==> config.mk <==
export PLATFORM = sky130hd
export DESIGN_NAME = vload_read_arbiter
export DESIGN_NICKNAME = d
export VERILOG_FILES = /design/src/rtl/vload_read_arbiter.sv
export SDC_FILE = /design/constraint.sdc
export NUM_CORES = 1
export LEC_CHECK = 0
export BUFFER_PORTS_ARGS = -buffer_cell sky130_fd_sc_hd__buf_2
export CAP_MARGIN = 20
export CORE_UTILIZATION = 40
export DETAILED_ROUTE_END_ITERATION = 16
export MAX_ROUTING_LAYER = met4
export PLACE_DENSITY = 0.75
export SLEW_MARGIN = 20
export SYNTH_ARGS = -nofsm -noshare
export SYNTH_HDL_FRONTEND = slang
export SYNTH_SLANG_ARGS = --single-unit
export TNS_END_PERCENT = 5
==> constraint.sdc <==
create_clock -name clk -period 2.3 [get_ports clk]
set_input_delay 0.23 -clock clk [delete_from_list [all_inputs] [get_ports clk]]
set_output_delay 0.23 -clock clk [all_outputs]
set_load 0.01 [all_outputs]
==> src/rtl/vload_read_arbiter.sv <==
// vload_read_arbiter: round-robin arbiter that lets several vector-load
// requesters share one memory read port. Each accepted burst gets a slot
// (slot index = ar_id), and returning beats go back to that slot's owner.
//
// Handshake rule on every valid/ready pair in this block: a transfer happens
// on a rising clk edge where valid and ready are both 1. Once the block
// raises ar_valid it keeps ar_addr/ar_len/ar_id stable until ar_ready.
// req_ready is a single-cycle grant pulse: the requester is accepted in the
// cycle where req_valid and req_ready are both 1.
module vload_read_arbiter #(
  parameter int NUM_REQ   = 2,
  parameter int NUM_SLOTS = 4,
  parameter int ADDR_W    = 32,
  localparam int ID_W     = (NUM_SLOTS > 1) ? $clog2(NUM_SLOTS) : 1,
  localparam int REQ_W    = (NUM_REQ > 1) ? $clog2(NUM_REQ) : 1
) (
  input  logic                           clk,
  input  logic                           rst_n,
  input  logic [NUM_REQ-1:0]             req_valid,
  output logic [NUM_REQ-1:0]             req_ready,
  input  logic [NUM_REQ-1:0][ADDR_W-1:0] req_addr,
  input  logic [NUM_REQ-1:0][7:0]        req_len,
  output logic                           ar_valid,
  input  logic                           ar_ready,
  output logic [ADDR_W-1:0]              ar_addr,
  output logic [7:0]                     ar_len,
  output logic [ID_W-1:0]                ar_id,
  input  logic                           r_valid,
  input  logic                           r_last,
  input  logic [ID_W-1:0]                r_id,
  output logic                           r_ready,
  output logic [NUM_REQ-1:0]             rsp_valid,
  output logic                           rsp_last,
  input  logic [NUM_REQ-1:0]             rsp_ready,
  input  logic                           drain,
  output logic                           idle,
  output logic [1:0]                     dbg_state
);

  typedef enum logic [1:0] {
    IDLE  = 2'd0,
    ISSUE = 2'd1,
    DRAIN = 2'd2
  } state_t;

  state_t                 state_q, state_d;
  logic [NUM_SLOTS-1:0]   busy_q, busy_d;
  logic [REQ_W-1:0]       owner_q [NUM_SLOTS];
  logic [REQ_W-1:0]       owner_d [NUM_SLOTS];
  logic [REQ_W-1:0]       last_grant_q, last_grant_d;
  logic [ADDR_W-1:0]      ar_addr_q, ar_addr_d;
  logic [7:0]             ar_len_q, ar_len_d;
  logic [ID_W-1:0]        ar_id_q, ar_id_d;
  logic                   err_unexp_id_q;

  logic                   gnt_found;
  logic [REQ_W-1:0]       gnt_idx;
  logic                   free_found;
  logic [ID_W-1:0]        free_idx;
  logic                   grant;
  logic                   slot_hit;
  logic                   slot_free;
  logic                   unexp_beat;

  // Round-robin pick: first valid requester after the last granted one.
  always_comb begin
    int cand;
    gnt_found = 1'b0;
    gnt_idx   = '0;
    cand      = 0;
    for (int i = 0; i < NUM_REQ; i++) begin
      cand = (int'(last_grant_q) + 1 + i) % NUM_REQ;
      if (!gnt_found && req_valid[REQ_W'(cand)]) begin
        gnt_found = 1'b1;
        gnt_idx   = REQ_W'(cand);
      end
    end
  end

  // Lowest-index free slot, judged on registered busy bits so a slot freed
  // this cycle only becomes allocatable next cycle.
  always_comb begin
    free_found = 1'b0;
    free_idx   = '0;
    for (int s = NUM_SLOTS - 1; s >= 0; s--) begin
      if (!busy_q[ID_W'(s)]) begin
        free_found = 1'b1;
        free_idx   = ID_W'(s);
      end
    end
  end

  // Return routing: beats for a busy slot go to its owner; beats for an
  // idle slot are swallowed and flagged.
  always_comb begin
    slot_hit  = busy_q[r_id];
    rsp_valid = '0;
    r_ready   = 1'b0;
    if (rst_n) begin
      if (slot_hit) begin
        rsp_valid[owner_q[r_id]] = r_valid;
        r_ready                  = rsp_ready[owner_q[r_id]];
      end else begin
        r_ready = 1'b1;
      end
    end
    slot_free  = r_valid && r_ready && r_last && slot_hit;
    unexp_beat = r_valid && !slot_hit && rst_n;
  end

  // FSM next state, grant pulse, slot allocation and release.
  always_comb begin
    state_d      = state_q;
    busy_d       = busy_q;
    owner_d      = owner_q;
    last_grant_d = last_grant_q;
    ar_addr_d    = ar_addr_q;
    ar_len_d     = ar_len_q;
    ar_id_d      = ar_id_q;
    req_ready    = '0;
    grant        = 1'b0;
    case (state_q)
      IDLE: begin
        if (drain) begin
          state_d = DRAIN;
        end else if (gnt_found && free_found && rst_n) begin
          grant              = 1'b1;
          req_ready[gnt_idx] = 1'b1;
          last_grant_d       = gnt_idx;
          ar_addr_d          = req_addr[gnt_idx];
          ar_len_d           = req_len[gnt_idx];
          ar_id_d            = free_idx;
          state_d            = ISSUE;
        end
      end
      ISSUE: begin
        if (ar_ready) state_d = drain ? DRAIN : IDLE;
      end
      DRAIN: begin
        if (!drain && busy_q == '0) state_d = IDLE;
      end
      default: state_d = IDLE;
    endcase
    if (slot_free) busy_d[r_id] = 1'b0;
    if (grant) begin
      busy_d[free_idx]  = 1'b1;
      owner_d[free_idx] = gnt_idx;
    end
  end

  // State and slot table registers; reset drops all outstanding bursts.
  always_ff @(posedge clk or negedge rst_n) begin
    if (!rst_n) begin
      state_q        <= IDLE;
      busy_q         <= '0;
      owner_q        <= '{default: '0};
      last_grant_q   <= REQ_W'(NUM_REQ - 1);
      ar_addr_q      <= '0;
      ar_len_q       <= '0;
      ar_id_q        <= '0;
      err_unexp_id_q <= 1'b0;
    end else begin
      state_q        <= state_d;
      busy_q         <= busy_d;
      owner_q        <= owner_d;
      last_grant_q   <= last_grant_d;
      ar_addr_q      <= ar_addr_d;
      ar_len_q       <= ar_len_d;
      ar_id_q        <= ar_id_d;
      err_unexp_id_q <= err_unexp_id_q | unexp_beat;
    end
  end

  assign ar_valid  = (state_q == ISSUE);
  assign ar_addr   = ar_addr_q;
  assign ar_len    = ar_len_q;
  assign ar_id     = ar_id_q;
  assign rsp_last  = r_last;
  assign idle      = !rst_n || (state_q == IDLE && busy_q == '0 && req_valid == '0);
  assign dbg_state = state_q;

endmodule

==> qor.json <==
{
  "maxSlewViolCount": 0,
  "grt_pass1_vias": 2058,
  "port_buffers": 142,
  "tns_ns": 0,
  "final_layout_size_suffix_gt1_frac": 0.441,
  "worst_r2r_endpoint": "owner_q[2]",
  "cap_violations": 0,
  "final_core_utilization": 0.588,
  "cts_buffer_depth": 2,
  "clock_sinks": 50,
  "yosys.cell_types.count": 30,
  "rsz0062_at_grt": "false",
  "cts_made_buffers": 5,
  "setup.worst_path.class": "reg2out",
  "timing.reg2reg.setup_slack_ns": 0.51,
  "leakage_nw": 1.80,
  "floorplan.core_area_um2": 5610,
  "detail_route.drc_violations": 0,
  "synth_area_um2": 2360,
  "timing.fmax_ghz": 0.497,
  "cts.root.buffer_cell": "sky130_fd_sc_hd__clkbuf_8",
  "vdd_ir_drop_max_mv": 0.562,
  "setup_viol": 0,
  "max_slew.worst_pin.slew_ns": 0.809,
  "ranking_of_synthesized_cells_by_area": "sky130_fd_sc_hd__dfrtp_1 (52%), sky130_fd_sc_hd__mux2i_1 (18%), sky130_fd_sc_hd__o21ai_0 (9.1%)",
  "worstSetupStartpointType": "register",
  "synth_seq_area_share": 0.530,
  "power.density_cell_area_nw_per_um2": 1090,
  "synthesis.instances": 229,
  "grt.total_usage": 0.190,
  "start_util": 0.422,
  "postSynthRegisterBits": 50,
  "timing.slew.headroom": 0.456,
  "final.setup_skew_ns": 0.00650,
  "cp_data_arrival_time_ns": 1.78,
  "num_io_pins": 144,
  "cts.htree.levels": 2,
  "final-hold-violation-count": 0,
  "syn-mean-instance-area_um2": 10.3,
  "chipWidth_um": 78.9,
  "area_growth_syn_to_layout_pct": 39.5,
  "nFillCells": 526,
  "synth_enable_flop_cells": 0,
  "place_congestion": 0.753,
  "core.rowCount": 27,
  "detail-route-antenna-nets": 0,
  "timing.critical_path.required_ns": 2.07,
  "final_common_cell": "sky130_fd_sc_hd__buf_2",
  "cp-end-kind": "primary output",
  "critPathMaxFanout": 6,
  "fin_hold_ws_ns": 0.0466,
  "async_flop_share": 1.00,
  "period_needed_ns": 2.01,
  "global_route_wire_length_before_repair_mm": 8.97,
  "clkSlewWorstSetupHoldPaths_ns": 0.08,
  "antenna_found_initial": 0,
  "postRouteWirelength_mm": 5.60,
  "worst_setup_path_startpoint": "dbg_state[0]",
  "timing.reg2reg.worst_path_depth": 3,
  "diodes": 0,
  "synth-warning-count": 0,
  "drt_iter0_markers": 38,
  "synth_flop_cell": "sky130_fd_sc_hd__dfrtp_1",
  "run_status": "finished clean",
  "grt_overflow_total": 0,
  "insertion_delay_ns": 0.30,
  "synth_largest_type_area_fraction": 0.519,
  "post_drt_wl_per_cell_um": 12.7,
  "tritoncts_clock_tree": "built",
  "min-delay-path-class": "in2async",
  "finalNetCount": 458,
  "avgViaCountPerCell": 4.83,
  "die_h_um": 78.9,
  "die-area_um2": 6220,
  "synthesis.nets": 321,
  "cell_taking_the_most_area_after_synthesis": "sky130_fd_sc_hd__dfrtp_1",
  "mostFrequentLayoutCells": "sky130_fd_sc_hd__buf_2 (142), sky130_fd_sc_hd__dfrtp_1 (49), sky130_fd_sc_hd__nand2_1 (45)",
  "vias": 2120,
  "final_min_period_over_clock_period": 0.876,
  "grt_start_max_net_pins": 54,
  "worstReg2RegStart": "dbg_state[0]",
  "place_hpwl_mm": 4.26,
  "drtPass1Iterations": 4
}
-- per-layer routing --
| layer | wire length (µm) | share of wire | vias to the layer above | track usage |
|---|---|---|---|---|
| met2 | 2840 | 0.51 | 92 | 0.340 |
| met5 | 0 | 0 | - | - |
| met4 | 75 | 0.013 | 0 | 0.0691 |
| met3 | 387 | 0.069 | 9 | 0.0333 |
| met1 | 2300 | 0.41 | 951 | 0.213 |
| li1 | - | - | 1068 | - |
-- how the worst max path moves through the flow --
stage | slack [ns] | endpoint
detailed placement | 0.29 | ar_addr[3]
finish | 0.29 | req_ready[0]
floorplan | 0.50 | req_ready[1]
global route | 0.17 | req_ready[0]
CTS | 0.06 | req_ready[1]
global placement | 0.34 | ar_len[2]
-- timing repair --
item | CTS | global route
hold buffers | 0 | 0
buffers inserted | 0 | 0
setup endpoints to repair | 0 | 1
endpoints found under the hold margin | 0 | 0
resized for setup | 0 | 1
-- worst max-delay path, stage by stage, from the launching register on --
cell and delay [ns]:
sky130_fd_sc_hd__dfrtp_1 0.43, sky130_fd_sc_hd__nor4_1 0.72, sky130_fd_sc_hd__and2_1 0.22, sky130_fd_sc_hd__buf_2 0.12
-- final cells by class --
class                           instances  area (µm²)  area share
Sequential cell                        50        1250       0.380
Tap cell                               72        90.1      0.0273
Clock buffer                            6        82.6      0.0250
Timing Repair Buffer                  146         766       0.232
Inverter                                4        15.0     0.00455
Clock inverter                          2        60.1      0.0182
Multi-Input combinational cell        159        1030       0.313
-- metrics by stage --
| stage | area (µm²) | instances | setup slack, ns | total power, mW |
|---|---|---|---|---|
| after floorplan | 2360 | 229 | 0.497 | 2.28 |
| after global placement | 3150 | 431 | 0.344 | 2.85 |
| after detailed placement | 3150 | 431 | 0.286 | 2.90 |
| after CTS | 3300 | 439 | 0.0558 | 3.65 |
| after global routing | 3300 | 439 | 0.170 | 3.86 |
| final | 3300 | 439 | 0.286 | 3.60 |
-- power breakdown --
part	total, mW	leakage [nW]	internal [mW]	switching [mW]
Combinational	1.37	1.09	0.662	0.710
Sequential	1.49	0.647	1.24	0.249
Clock	0.742	0.0714	0.464	0.278
Total	3.60	1.80	2.36	1.24
-- synthesized netlist by cell type, types with 2 or more instances --
cell type,instances
sky130_fd_sc_hd__dfrtp_1,49
sky130_fd_sc_hd__nand2_1,45
sky130_fd_sc_hd__o21ai_0,43
sky130_fd_sc_hd__mux2i_1,42
sky130_fd_sc_hd__clkbuf_1,9
sky130_fd_sc_hd__nor2_1,5
sky130_fd_sc_hd__buf_1,4
sky130_fd_sc_hd__inv_1,4
sky130_fd_sc_hd__or4_1,4
sky130_fd_sc_hd__buf_4,2
sky130_fd_sc_hd__nand3b_1,2
sky130_fd_sc_hd__o31a_2,2
-- kinds of logic (layout without fill, tap and decap cells) --
logic type	count (synthesis)	after routing	share of synthesized area
other cells	1	1	0.00159
compound gates	52	52	0.125
flops	50	50	0.530
xor+xnor	1	1	0.00370
simple gates	61	61	0.112
mux	44	44	0.192
buf+inv	20	158	0.0354
-- state kept, by name, indices dropped and copies added, names as in the netlist --
register      cells
owner_q           2
dbg_state         2
ar_id             1
last_grant_q      1
ar_addr          32
ar_len            8
busy_q            4
(Power assumes the default switching activity.)
